### src/rtl/ifetch_buffer.sv
// Instruction fetch buffer: one imem request at a time, {pc, instr} FIFO toward decode, flush handling.
// Define IFB_BYPASS_EN to present a response directly to decode, in its ack cycle, when the FIFO is empty.
module ifetch_buffer #(
  parameter int DEPTH = 4,
  parameter int CW    = $clog2(DEPTH) + 1
) (
  input  logic          clk,
  input  logic          rst_n,
  input  logic [31:0]   pc_in,
  input  logic          flush,
  output logic          stall_pc,
  output logic          imem_req,
  output logic [31:0]   imem_addr,
  input  logic          imem_ack,
  input  logic [31:0]   imem_rdata,
  output logic          dec_valid,
  input  logic          dec_ready,
  output logic [31:0]   dec_instr,
  output logic [31:0]   dec_pc,
  output logic [CW-1:0] count
);

  localparam int PW = $clog2(DEPTH);

  typedef enum logic [1:0] {IDLE, REQ, DROP} state_t;

  state_t        state;
  logic [31:0]   pc_mem    [DEPTH];
  logic [31:0]   instr_mem [DEPTH];
  logic [PW-1:0] wr_ptr;
  logic [PW-1:0] rd_ptr;

  logic ack_ok;
  logic fifo_valid;
  logic push;
  logic pop;

  // A response is accepted only in REQ and only if no flush arrives with it.
  assign ack_ok     = (state == REQ) & imem_ack & ~flush;
  assign fifo_valid = (count != '0);
  assign pop        = fifo_valid & dec_ready & ~flush;

`ifdef IFB_BYPASS_EN
  logic bypass;
  assign bypass    = ack_ok & ~fifo_valid;
  assign push      = ack_ok & ~(bypass & dec_ready);
  assign dec_valid = fifo_valid | bypass;
  assign dec_instr = bypass ? imem_rdata : (fifo_valid ? instr_mem[rd_ptr] : '0);
  assign dec_pc    = bypass ? imem_addr  : (fifo_valid ? pc_mem[rd_ptr]    : '0);
`else
  assign push      = ack_ok;
  assign dec_valid = fifo_valid;
  assign dec_instr = fifo_valid ? instr_mem[rd_ptr] : '0;
  assign dec_pc    = fifo_valid ? pc_mem[rd_ptr]    : '0;
`endif

  // The PC advances on an accepted fetch and loads the branch target on flush.
  assign stall_pc = ~rst_n | ~(ack_ok | flush);

  always_ff @(posedge clk) begin
    if (!rst_n) begin
      state     <= IDLE;
      imem_req  <= 1'b0;
      imem_addr <= '0;
      count     <= '0;
      wr_ptr    <= '0;
      rd_ptr    <= '0;
    end else begin
      if (flush) begin
        count  <= '0;
        wr_ptr <= '0;
        rd_ptr <= '0;
      end else begin
        if (push) wr_ptr <= wr_ptr + 1'b1;
        if (pop)  rd_ptr <= rd_ptr + 1'b1;
        case ({push, pop})
          2'b10:   count <= count + 1'b1;
          2'b01:   count <= count - 1'b1;
          default: ;
        endcase
      end

      case (state)
        IDLE: begin
          if (!flush && (count < CW'(DEPTH))) begin
            imem_req  <= 1'b1;
            imem_addr <= pc_in;
            state     <= REQ;
          end
        end
        REQ: begin
          if (imem_ack) begin
            imem_req <= 1'b0;
            state    <= IDLE;
          end else if (flush) begin
            // The memory still owes this response; DROP swallows it.
            imem_req <= 1'b0;
            state    <= DROP;
          end
        end
        DROP: begin
          if (imem_ack) state <= IDLE;
        end
        default: begin
          imem_req <= 1'b0;
          state    <= IDLE;
        end
      endcase
    end
  end

  // NOTE: the storage array is deliberately not reset; count gates every read, so stale entries never reach decode.
  always_ff @(posedge clk) begin
    if (push) begin
      pc_mem[wr_ptr]    <= imem_addr;
      instr_mem[wr_ptr] <= imem_rdata;
    end
  end

endmodule
### config.mk
export PLATFORM = sky130hd
export DESIGN_NAME = ifetch_buffer
export DESIGN_NICKNAME = d
export VERILOG_FILES = /design/src/rtl/ifetch_buffer.sv
export SDC_FILE = /design/constraint.sdc
export NUM_CORES = 1
export LEC_CHECK = 0
export CAP_MARGIN = 5
export CORE_UTILIZATION = 35
export CTS_CLUSTER_SIZE = 20
export DETAILED_ROUTE_END_ITERATION = 10
export PLACE_DENSITY_LB_ADDON = 0.25
export SLEW_MARGIN = 10
export SYNTH_ARGS = -nofsm -noshare
export SYNTH_HDL_FRONTEND = slang
export SYNTH_SLANG_ARGS = --single-unit
### constraint.sdc
create_clock -name clk -period 3.6 [get_ports clk]
set_input_delay 0.72 -clock clk [delete_from_list [all_inputs] [get_ports clk]]
set_output_delay 0.72 -clock clk [all_outputs]
set_load 0.01 [all_outputs]
; Word level (Yosys, flattened, before mapping)
; Memories as Yosys holds them, arrays and structs flattened. A register that Yosys moved wholly into a read port is not among the register bits.
; Index checks and enable logic that the tools add are counted.
[word_totals]
ff_bits = 42
input_bits = 69
memories = 2
ram_bits = 256
out_inout_bits = 102
elab_cells = 57
[memory_table]
columns = name, words, word_bits, rd, rd_ports_with_merged_regs, write_ports, line
row1 = instr_mem, 4, 32, 1, 1, 1, 29  ; logic [31:0] instr_mem [DEPTH];
row2 = pc_mem, 4, 32, 1, 1, 1, 28  ; logic [31:0] pc_mem [DEPTH];
[classes]
n_mux = 18
n_lt_le_gt_ge = 1
n_reduce_logical = 9
n_addsub = 4
eq_ne = 7
n_bitwise = 10
[ops]
columns = cell, n
row1 = 32-bit 2-to-1 mux, 2
row2 = 2-bit 2-to-1 mux, 8
row3 = 2-bit case mux with 3 select lines, 1
row4 = 3-bit case mux with 2 select lines, 1
row5 = 3-bit AND reduction, 2
row6 = 1-bit 2-to-1 mux, 5
row7 = "2-bit by 1-bit adder with 2-bit output, second input constant", 2
row8 = 1-bit AND, 4
row9 = "2-bit by 1-bit equality test with 1-bit output, second input constant", 2
row10 = "2-bit equality test, second input constant", 2
row11 = "2-bit inequality test, second input constant", 2
row12 = 1-bit NOT, 4
row13 = "3-bit by 1-bit adder with 3-bit output, second input constant", 1
row14 = "3-bit < comparator, second input constant", 1
row15 = "3-bit inequality test, second input constant", 1
row16 = 1-bit case mux with 3 select lines, 1
row17 = 3-bit nonzero test, 1
row18 = "3-bit by 1-bit subtractor with 3-bit output, second input constant", 1
row19 = 2-bit zero test, 1
row20 = 1-bit OR, 2
row21 = 2-bit AND reduction, 1
row22 = 2-bit nonzero test, 1
row23 = 2-bit OR reduction, 1
row24 = 1-bit logical AND, 1
row25 = 1-bit zero test, 1

; Longest topological paths before layout
; Gate-level depths: netlist (run 1).
[logic_depth]
depth_word = 6
depth_mapped = 9
mapped_depth_nobuf = 9

; Worst setup path after synthesis (run 1)
; Ideal clock, no wire load.
[synth_path]
path_type = input to register
from = in flush
to = mem instr_mem[0][0], enable pin
required_ns = 3.171
path_stages = 3
setup_ns = 0.429
n_path_buf = 1
t_arrival_ns = 2.646
path_slack_ns = 0.526
cell_sequence = clkbuf_1 nor2_1 and2_1
[synth_via]
elab_chain_cells = 4
[synth_rtl]
columns = element, line
row1 = from (decl), 10  ; input logic flush,
row2 = 1-bit NOT, 39  ; assign ack_ok = (state == REQ) & imem_ack & ~flush;
row3 = 1-bit AND, 39
row4 = 1-bit 2-to-1 mux, 114  ; if (push) begin
row5 = 1-bit 2-to-1 mux (implied by the code), 116  ; instr_mem[wr_ptr] <= imem_rdata;
row6 = to (decl), 29
; No other way between the ends.

==> summary by stage, run 1 <==
Global route
In the global route stage, overall resource usage came out at 14.6%. The sum of overflow across all layers after global routing is 0. The initial antenna violation count came to 0. The wire length of the first global-routing pass is 36.7 mm. The via count of the first global-routing pass is 6259. The pin count of the biggest net entering global routing is 66.

Worst hold path
The number of cells traversed by the worst hold path is 2. The path class of the tightest hold or removal check is reg -> reg. The end point of the worst hold path is imem_addr[29].

The launch point of the worst hold path is imem_addr[29].

Pwr
The leakage power figure is 0.00482 uW. IR analysis of the VDD net gives a maximum drop of 305 uV. The power density over the cells is 514 nW/um^2.

Setup path
The largest fanout of any net on the critical path is 48. For flop-to-flop paths, the worst setup slack is 1.43 ns. The number of cells on the worst reg-to-reg path is 9.

The critical path data required time is 2.88 ns. On the worst path, the slowest cell contributes a delay of 0.61 ns. The end of the worst register-to-register path is count[2]. Walking the worst path, the cells encountered are buf_12 -> mux4_2 -> and2_1 -> clkdlybuf4s50_1. The nature of the critical path endpoint is a primary output.

The critical path is of the reg -> out type. The category of the worst setup path launch point is a register. The slowest stage cell on the critical path is mux4_2. The startpoint identified for the worst register-to-register timing path is state[1]. The data arrival time at the worst-slack endpoint is 2.52 ns.

STA
The highest attainable clock frequency is 309 MHz. The number of hold-slack violations in the final timing report is 0. The number of pins exceeding their max-slew limit in the final report was 0. Setup repair after global routing left no endpoint under its margin. Setup slack closes at 0.359 ns. In the finished design, the share of the clock period the worst path needs comes to 90.0%. The total negative slack for setup checks is 0 ns. The transition time at the pin with the least slew margin is 0.664 ns. The worst clock skew on the final layout is 0.0158 ns. Setup violations remaining at the end of the flow were counted as 0. Headroom to the max-slew limit came out at 55.8%. The minimum clock period is 3.24 ns.

Outcome
The run finished with clean final reports.

Yosys
The warning count from the yosys run is 0. The portion of netlist area occupied by mux cells is 12.8%. After Yosys synthesis, XOR and XNOR cells account for 0.382% of the synthesized area.

The number of library cell types mapped by synthesis is 31. Counting instances in the post-synthesis netlist gives the leading cell types as edfxtp_1 (256), and2_1 (68), nand2_1 (68). In the synthesized netlist the dominant register cell turns out to be edfxtp_1. The number of nets handed over by synthesis was 687.

By area, the combinational part of the netlist is dominated by multiplexers. The area fraction of the dominant cell type after synthesis is 67.1%. A synthesized cell averages 18.7 sq um. The library cell with the largest summed area after synthesis is edfxtp_1. After synthesis the cells add up to 11500 sq um. The arithmetic-cell share of the synthesized area counting full adders, half adders and majority gates is 0.720%.

In this run, synthesis produced a sequential element count of 300. The simple-gate share of the synthesized area is 6.90%. By area the synthesized netlist is led by edfxtp_1 (67%), mux4_2 (13%), dfxtp_1 (7.7%).

Sequential elements use 74.8% of the synthesized area. The instance count of the mapped netlist is 612. For this run, asynchronously set or reset flops after synthesis account for 0%. In this run, synthesis inferred 256 flip-flops with an integrated enable. The share of the synthesized area in compound gates (AO/OA/AOI/OAI) is 2.48%. The most frequently used cell type in the post-synthesis netlist is edfxtp_1.

Clock tree
The total number of H-tree levels is 2. The later pin in the worst-skew pair is clocked with a latency of 0.50 ns. The CTS tree is built. CTS placed an instance of clkbuf_16 at the clock tree root. The number of buffers added by the clock tree synthesis step is 35.

The number of sinks on the clock net is 300. The clock transition at the registers of the reported paths is 0.06 ns. In this run, post-CTS hold repair placed 0 buffers.

The number of setup buffers added after CTS is 0. The number of buffers on the longest clock path is 3. The number of gates resized after CTS was 0.

Die
The floorplan step defined a core boundary enclosing 31900 sq um. The initial core utilization is 36.0%. The width of the die is 183 microns.

The die covers 33500 sq um. 171 I/O pins were placed. The chip height is 183 microns. In this run the core area contains 65 standard-cell rows.

Cells and area
Once layout is done, the placed cells without fillers occupy 14900 sq um. The final net count is 876. Of the cells placed in the final design, the portion with a size suffix greater than 1 is 16.9%. At the end of the flow the core is filled with cells to 46.8%.

Relative to the synthesized area, the layout overhead comes to 30.3%. The number of antenna cells inserted is 0.

Run
The tool flagged a number of max-cap violations equal to 0.

Detailed routing
The final layout contains routed wiring with a total length of 23.6 mm. The detailed router finished its first iteration with 314 violations. Dividing the detail-routed via count by the number of cells gives 4.75. In this run the remaining antenna-violating nets after routing total 0. In the routed design, unresolved DRC markers number 0. The vias after detailed routing is 5984.

The detailed-routing iteration count for the pre-antenna-repair pass is 4. In the final routed layout, each cell accounts on average for 18.7 microns.

Placement
The placed cell area is 13700 sq um. The setup slack at placement is 0.685 ns. The count of port buffers added during placement is 170. The placer congestion estimate is 0.694. The wire-length estimate of the detail-placed layout is 13.7 mm.
[through the flow]
stage	hold WS, ns	instances	power, uW
after detailed placement	0.505	1199	4200
final	0.514	1261	7670
after CTS	0.518	1261	7790
after floorplan	0.485	612	4010
after global routing	0.549	1261	7950
after global placement	0.501	1199	4200
[critical path, delay by kind of cell, from the launching register on]
family        cells  cell delay, ns
simple gates      1            0.18
buf+inv           2            0.83
mux               1            0.61
flops             1            0.35
[power breakdown]
group | internal, uW | switching [uW] | total [uW]
Clock | 2230 | 1320 | 3550
Sequential | 3810 | 40.4 | 3850
Combinational | 156 | 119 | 275
[cell usage in the layout (no fill, tap or decap), types with 7 or more instances in the layout]
master / netlist / layout
a21boi_1: 30 / 30
and2_1: 68 / 64
buf_12: 0 / 8
buf_4: 4 / 7
clkbuf_16: 0 / 39
clkdlybuf4s50_1: 0 / 170
dfxtp_1: 44 / 42
edfxtp_1: 256 / 256
inv_1: 7 / 7
mux4_2: 64 / 64
nand2_1: 68 / 68
nor2_1: 11 / 11
[cell type report]
| class | instances | area [sq um] |
|---|---|---|
| Clock inverter | 15 | 150 |
| Sequential cell | 300 | 8580 |
| Fill cell | 2781 | 16900 |
| Tap cell | 435 | 544 |
| Timing Repair Buffer | 185 | 1910 |
| Multi-Input combinational cell | 272 | 2690 |
| Inverter | 7 | 26.3 |
| Clock buffer | 47 | 1040 |
[cells by family after synthesis]
| kind of cell | count (synthesis) |
|---|---|
| mux | 67 |
| fa+ha+maj | 6 |
| compound gates | 39 |
| flops | 300 |
| simple gates | 155 |
| buf+inv | 40 |
| xor+xnor | 5 |
[flip-flops by register name, indices dropped and copies added (netlist names), named ones only]
signal	count
instr_mem	128
imem_req	1
imem_addr	32
count	3
state	2
rd_ptr	2
pc_mem	128
wr_ptr	2
[worst max-delay path by stage]
stage / from / end / slack (ns) / cells after the start
finish: register / dec_pc[7] / 0.36 / 4
global placement: flush / count[2] / 0.71 / 9
global route: register / dec_pc[2] / 0.23 / 4
detailed placement: flush / count[2] / 0.69 / 9
CTS: register / dec_instr[16] / 0.28 / 4
floorplan: flush / instr_mem[0][0] / 0.53 / 3
[layer usage]
metal	track usage, %	routed length (microns)
met4	4.30	427
met5	0	0
met2	23.2	11200
met3	3.30	1370
met1	20.0	10700
Note: power is estimated with default switching activity, not from simulation.
==> run 2: changes to the inputs <==
--- a/config.mk
+++ b/config.mk
@@ -7,9 +7,10 @@
 export LEC_CHECK = 0
 export CAP_MARGIN = 5
 export CORE_UTILIZATION = 35
+export CTS_BUF_LIST = sky130_fd_sc_hd__clkbuf_16
 export CTS_CLUSTER_SIZE = 20
 export DETAILED_ROUTE_END_ITERATION = 10
-export PLACE_DENSITY_LB_ADDON = 0.25
+export PLACE_DENSITY = 0.54
 export SLEW_MARGIN = 10
 export SYNTH_ARGS = -nofsm -noshare
 export SYNTH_HDL_FRONTEND = slang
==> run 2 against run 1 <==
Total power decreased by 4.7%. Clock skew up 0.0077 ns. Register-to-register slack got worse by 0.03 ns. Routed wire length increased by 2.4%. Sequential power barely moved. Final cell count barely moved. Utilization decreased by 0.53 points. Non-clock buffer count fell by 1. Fmax fell by 3.0%. Flip-flop and latch count is the same. Worst hold slack gained 0.0018 ns. Critical endpoint is now dec_pc[2].
==> summary by stage, run 2 (synthesized netlist as in run 1, its figures left out) <==
Clock tree
The number of sinks on the clock net came to 300 (unchanged). The total number of H-tree levels is 2 (unchanged). The clock latency on the worst-skew pair is 0.52 ns (was 0.50 ns). The CTS tree is built (unchanged). The number of buffers added by the clock tree synthesis step is 34 (was 35). The clock root buffer master was clkbuf_16 (unchanged). The count of hold buffers inserted by post-cts repair was 0 (unchanged). The number of buffers on the longest clock path is 3 (unchanged).

The number of post-CTS setup repair buffers is 0 (unchanged). The post-cts resize count is 0 (unchanged). The clock transition at the registers of the reported paths is 0.06 ns (about the same).

Placement
The number of instances in the placed design is 1198 (was 1199). The placer congestion estimate is 0.715 (was 0.694). The estimated wirelength of the detail-placed design was 14.3 mm (was 13.7 mm). The count of port buffers added during placement came to 170 (unchanged).

Setup path
The number of cells on the worst reg-to-reg path is 9 (unchanged). The end of the worst register-to-register path is count[2] (unchanged). The critical path data required time is 2.88 ns (about the same). The critical path class is reg -> out (unchanged).

The largest fanout of any net on the critical path came to 65 (was 48). The data arrival time at the worst-slack endpoint is 2.62 ns (was 2.52 ns). The category of the worst setup path launch point is a register (unchanged).

The startpoint of the worst-slack reg-to-reg timing path is state[1] (unchanged). Tracing the worst setup path back leads to its startpoint at count[2]. The slack of the worst reg-to-reg path was 1.40 ns (was 1.43 ns). The nature of the critical path endpoint is a primary output (unchanged).

Detailed routing
The routed wirelength normalized by instance count is 19.2 microns (was 18.7 microns). The routed via count divided by cell count is 4.76 (was 4.75). The detailed-routing iteration count for the pre-antenna-repair pass is 4 (unchanged). The remaining antenna violation count is 0 (unchanged). The count of routing violations after the opening detailed-route iteration is 328 (was 314). The routed wire length is 24.2 mm (was 23.6 mm).

The vias after detailed routing is 5993 (was 5984). The final routed DRC violation total is 0 (unchanged).

Pwr
The reported net switching power is 1480 uW (about the same). The switching share of total power came to 20.2% (was 19.3%). The power share of the combinational group is 3.7% (was 3.6%). The largest voltage drop on the vdd net was 258 uV (was 305 uV). The relative contribution of sequential cells to total power came to 52.6% (was 50.1%). The cell internal power dissipation is 5830 uW (was 6190 uW). The leakage power figure came to 0.00477 uW (was 0.00482 uW). The power density over the cells came to 496 nW/um^2 (was 514 nW/um^2). The part of the power in the clock network is 43.7% (was 46.3%).

Cells and area
The area growth from synthesis to layout is 28.8% (was 30.3%). Biggest regs: instr_mem: 128 flops, pc_mem: 128 flops, imem_addr: 32 flops (unchanged). Most frequent cells in the layout: edfxtp_1 (256), clkdlybuf4s50_1 (170), nand2_1 (68), mux4_2 (64), and2_1 (64) (unchanged). The share of final-layout standard cells stronger than drive strength 1 came to 16.1% (was 16.9%). The most frequent standard cell in the layout excluding fill and tap cells is edfxtp_1 (unchanged). The final net count came to 874 (was 876). The final cell utilization of the core was 46.3% (was 46.8%). The number of cells in the finished layout apart from fillers came to 1260 (was 1261).

Die
The I/O pin total was 171 (unchanged). The initial core utilization was 36.0% (unchanged). The total die area is 33500 sq um (unchanged). The floorplan core area is 31900 sq um (unchanged).

The chip height is 183 microns (unchanged). The floorplan row count came to 65 (unchanged). The width of the die is 183 microns (unchanged).

STA
The minimum clock period is 3.34 ns (was 3.24 ns). The number of pins exceeding their max-slew limit in the final report is 0 (unchanged). The worst clock skew on the final layout is 0.0235 ns (was 0.0158 ns). The highest attainable clock frequency was 299 MHz (was 309 MHz). The share of the clock period used by the worst path after layout is 92.8% (was 90.0%).

The total negative slack for setup checks is 0 ns (unchanged). The number of setup violations in the final report came to 0 (unchanged). Setup repair after global routing missed its margin: false (unchanged). The number of hold-slack violations in the final timing report was 0 (unchanged). The worst slew margin relative to its limit is 55.6% (was 55.8%). The transition time at the pin with the least slew margin is 0.667 ns (was 0.664 ns).

Outcome
Status: complete, no violations (unchanged).

Worst hold path
The launch point of the worst hold path is imem_addr[6] (was imem_addr[29]). The number of cells traversed by the worst hold path is 2 (unchanged). The type of the tightest min-delay check is reg -> reg (unchanged).

The end point of the worst hold path is imem_addr[6] (was imem_addr[29]).

Global route
The initial antenna violation count is 0 (unchanged). The sum of overflow across all layers after global routing was 0 (unchanged). The wire length of the first global-routing pass was 37.1 mm (was 36.7 mm). The global-route usage over all layers was 14.7% (was 14.6%). The pin count of the biggest net entering global routing is 66 (unchanged). The via count of the first global-routing pass is 6520 (was 6259).

Run
The number of max-capacitance violations reported is 0 (unchanged).
run 2: cell count changes in the layout (fill, tap and decap cells not counted), sizes merged:
| cell | change |
|---|---|
| clkinv | +4 |
| buf | -1 |
| clkbuf | -13 |
| diode | +1 |
| inv | +9 |
| bufinv | -1 |
run 2: critical path: stages, from the launching register on:
cell	delay, ns
dfxtp_1	0.52
or3_2	0.19
buf_4	0.53
and2_1	0.30
clkdlybuf4s50_1	0.56
run 2: per-stage QoR:
stage	power [uW]	hold WS [ns]	setup slack, ns	cell area, sq um
6_report	7310	0.516	0.258	14800
5_1_grt	7570	0.536	0.115	14800
4_1_cts	7410	0.516	0.193	14800
3_5_place_dp	4200	0.508	0.675	13700
3_3_place_gp	4190	0.499	0.712	13700
2_1_floorplan	4010	0.485	0.526	11500
run 2: worst max-delay path by stage:
stage	endpoint	slack (ns)	cells past startpoint
3_3_place_gp	count[2]	0.71	9
2_1_floorplan	instr_mem[0][0]	0.53	3
6_report	dec_pc[2]	0.26	4
5_1_grt	dec_pc[2]	0.11	4
3_5_place_dp	count[2]	0.68	9
4_1_cts	dec_pc[4]	0.19	4
run 2: metal layers:
metal | routed length (microns) | global-route usage [%] | part of all wire, % | up-vias
li1 | - | - | - | 2724
met1 | 10900 | 19.4 | 45 | 3081
met3 | 1250 | 3.38 | 5.2 | 35
met5 | 0 | 0 | 0 | -
met2 | 11600 | 24.2 | 48 | 153
met4 | 393 | 4.07 | 1.6 | 0
run 2: final cells by class:
| class | instances | area (sq um) |
|---|---|---|
| clock inverter | 27 | 195 |
| inverter | 7 | 26.3 |
| clock buffer | 34 | 851 |
| multi-input combinational | 272 | 2690 |
| tap | 435 | 544 |
| sequential | 300 | 8580 |
| timing repair buffer | 184 | 1880 |
| antenna | 1 | 2.50 |
| fill | 2773 | 17100 |
run 2: power by group through the flow:
stage | logic, uW | clock network (uW) | registers (uW)
2_1_floorplan | 93.0 | 0 | 3920
3_3_place_gp | 270 | 0 | 3920
3_5_place_dp | 275 | 0 | 3920
4_1_cts | 277 | 3290 | 3850
5_1_grt | 295 | 3420 | 3850
6_report | 272 | 3190 | 3850
==> run 3: changes to the inputs <==
--- a/config.mk
+++ b/config.mk
@@ -6,11 +6,15 @@
 export NUM_CORES = 1
 export LEC_CHECK = 0
 export CAP_MARGIN = 5
+export CELL_PAD_IN_SITES_DETAIL_PLACEMENT = 0
+export CELL_PAD_IN_SITES_GLOBAL_PLACEMENT = 2
+export CORE_MARGIN = 5
 export CORE_UTILIZATION = 35
 export CTS_BUF_LIST = sky130_fd_sc_hd__clkbuf_16
 export CTS_CLUSTER_SIZE = 20
 export DETAILED_ROUTE_END_ITERATION = 10
-export PLACE_DENSITY = 0.54
+export PLACE_DENSITY = 0.69
+export SKIP_LAST_GASP = 1
 export SLEW_MARGIN = 10
 export SYNTH_ARGS = -nofsm -noshare
 export SYNTH_HDL_FRONTEND = slang
==> run 3 against run 2 <==
Sequential power is essentially flat. Register-to-register slack lost 0.04 ns. Critical path depth is the same. Global-route usage shrank 1.4 points. Clock power grew 3%. Highest routed layer unchanged.
==> summary by stage, run 3 (synthesized netlist as in run 1, its figures left out) <==
Global route
The global-route usage over all layers is 13.3% (was 14.7%). The wire length of the first global-routing pass is 37.7 mm (was 37.1 mm). The via count of the first global-routing pass came to 6538 (was 6520).

The pin count of the biggest net entering global routing is 53 (was 66). The initial antenna violation count is 1 (was 0). The sum of overflow across all layers after global routing is 0 (unchanged).

Placement
The count of port buffers added during placement was 170 (unchanged). The placer congestion estimate came to 0.711 (was 0.715). The placed cell area was 13700 sq um (about the same). The estimated wirelength of the detail-placed design is 15.4 mm (was 14.3 mm).

Clock tree
The number of buffers on the longest clock path is 3 (unchanged). The post-cts resize count is 0 (unchanged). The clock root buffer master is clkbuf_16 (unchanged).

The clock latency on the worst-skew pair is 0.55 ns (was 0.52 ns). The clock transition at the registers of the reported paths was 0.07 ns (was 0.06 ns). The CTS tree is built (unchanged). The total number of H-tree levels is 1 (was 2).

The number of sinks on the clock net is 300 (unchanged). The count of hold buffers inserted by post-cts repair is 0 (unchanged). The number of buffers added by the clock tree synthesis step is 30 (was 34). The number of post-CTS setup repair buffers is 0 (unchanged).

STA
The worst clock skew on the final layout is 0.0169 ns (was 0.0235 ns). The smallest hold slack is 0.512 ns (was 0.516 ns). The worst slew margin relative to its limit is 60.5% (was 55.6%).

The minimum clock period is 3.44 ns (was 3.34 ns). The total negative slack for setup checks is 0 ns (unchanged). The highest attainable clock frequency came to 291 MHz (was 299 MHz). The share of the clock period used by the worst path after layout was 95.5% (was 92.8%). Setup repair after global routing missed its margin: false (unchanged).

The number of hold-slack violations in the final timing report came to 0 (unchanged). The number of setup violations in the final report came to 0 (unchanged). The number of pins exceeding their max-slew limit in the final report was 0 (unchanged). The transition time at the pin with the least slew margin is 0.587 ns (was 0.667 ns).

Cells and area
The number of antenna cells inserted is 0 (was 1). Biggest regs: instr_mem: 128 flops, pc_mem: 128 flops, imem_addr: 32 flops (unchanged). The final cell utilization of the core is 45.6% (was 46.3%).

The final net count was 870 (was 874). The layout filler cell count is 2792 (was 2773). The multi-input logic area came to 2690 sq um (unchanged).

The most frequent standard cell in the layout excluding fill and tap cells is edfxtp_1 (unchanged). The share of final-layout standard cells stronger than drive strength 1 came to 16.6% (was 16.1%). The register cell area after layout was 8580 sq um (unchanged).

The area growth from synthesis to layout is 29.1% (was 28.8%). The final standard cell area without fillers is 14800 sq um (about the same). Most frequent cells in the layout: edfxtp_1 (256), clkdlybuf4s50_1 (170), nand2_1 (68), mux4_2 (64), and2_1 (64) (unchanged).

Die
The floorplan core area is 32500 sq um (was 31900 sq um). The chip height came to 191 microns (was 183 microns). The I/O pin total is 171 (unchanged). The width of the die is 191 microns (was 183 microns). The total die area was 36500 sq um (was 33500 sq um). The initial core utilization is 35.3% (was 36.0%). The floorplan row count is 66 (was 65).

Detailed routing
The routed wirelength normalized by instance count is 19.2 microns (about the same). The routed wire length was 24.2 mm (about the same). The vias after detailed routing came to 5913 (was 5993). The routed via count divided by cell count is 4.69 (was 4.76). The remaining antenna violation count came to 0 (unchanged).

The count of routing violations after the opening detailed-route iteration is 333 (was 328). The final routed DRC violation total came to 0 (unchanged). The detailed-routing iteration count for the pre-antenna-repair pass is 4 (unchanged).

Setup path
The data arrival time at the worst-slack endpoint was 2.72 ns (was 2.62 ns). The peak per-stage delay on the critical path is 0.75 ns (was 0.56 ns). The critical path class is reg -> out (unchanged). The slowest stage cell on the critical path is or3_2 (was clkdlybuf4s50_1). The critical path data required time is 2.88 ns (about the same). Crit path cell chain: or3_2 -> buf_4 -> and2_1 -> clkdlybuf4s50_1 (unchanged).

The nature of the critical path endpoint is a primary output (unchanged). The category of the worst setup path launch point is a register (unchanged). The largest fanout of any net on the critical path is 25 (was 65).

Worst hold path
The type of the tightest min-delay check was reg -> reg (unchanged).

Pwr
The power density over the cells was 500 nW/um^2 (was 496 nW/um^2). The leakage power figure is 0.00476 uW (was 0.00477 uW). The largest voltage drop on the vdd net is 328 uV (was 258 uV). The total chip power is 7400 uW (was 7310 uW).

Outcome
Status: complete, no violations (unchanged).

Run
The number of max-capacitance violations reported is 0 (unchanged).
## run 3: routing by layer
metal	GRT usage (%)	up-vias	share of wire (%)
li1	-	2714	-
met4	2.54	0	1.2
met2	22.4	167	49
met1	17.9	3006	44
met5	0	-	0
met3	3.07	26	6.6
## run 3: path summary, 6_finish.rpt
check | depth (start not counted) | start | slack, ns | to
setup / recovery | 4 | count[2] | 0.16 | dec_pc[9]
hold / removal | 2 | imem_addr[21] | 0.51 | imem_addr[21]
setup reg to reg | 9 | state[0] | 1.36 | count[2]
hold reg to reg | 2 | imem_addr[21] | 0.51 | imem_addr[21]
## run 3: cell type report
type / count / area share (%)
Clock buffer: 30 / 5.07
Tap cell: 442 / 3.74
Multi-Input combinational cell: 272 / 18.1
Sequential cell: 300 / 58.0
Clock inverter: 25 / 2.11
Inverter: 7 / 0.178
Timing Repair Buffer: 184 / 12.8
## run 3: per-stage QoR
step | cells | setup slack (ns)
finish | 1260 | 0.162
floorplan | 612 | 0.526
global placement | 1205 | 0.666
detailed placement | 1205 | 0.640
global route | 1260 | 0.0168
CTS | 1260 | 0.0701
## run 3: report_power, final
group	internal, uW	switching, uW
logic	156	121
registers	3810	42.0
clock network	2020	1260
## run 3: worst max-delay path: cells and delay by family, from the launching register on
kind / cells / cell delay (ns)
buffers and inverters: 2 / 0.79
flip-flops: 1 / 0.40
AND/OR/NAND/NOR: 2 / 0.93
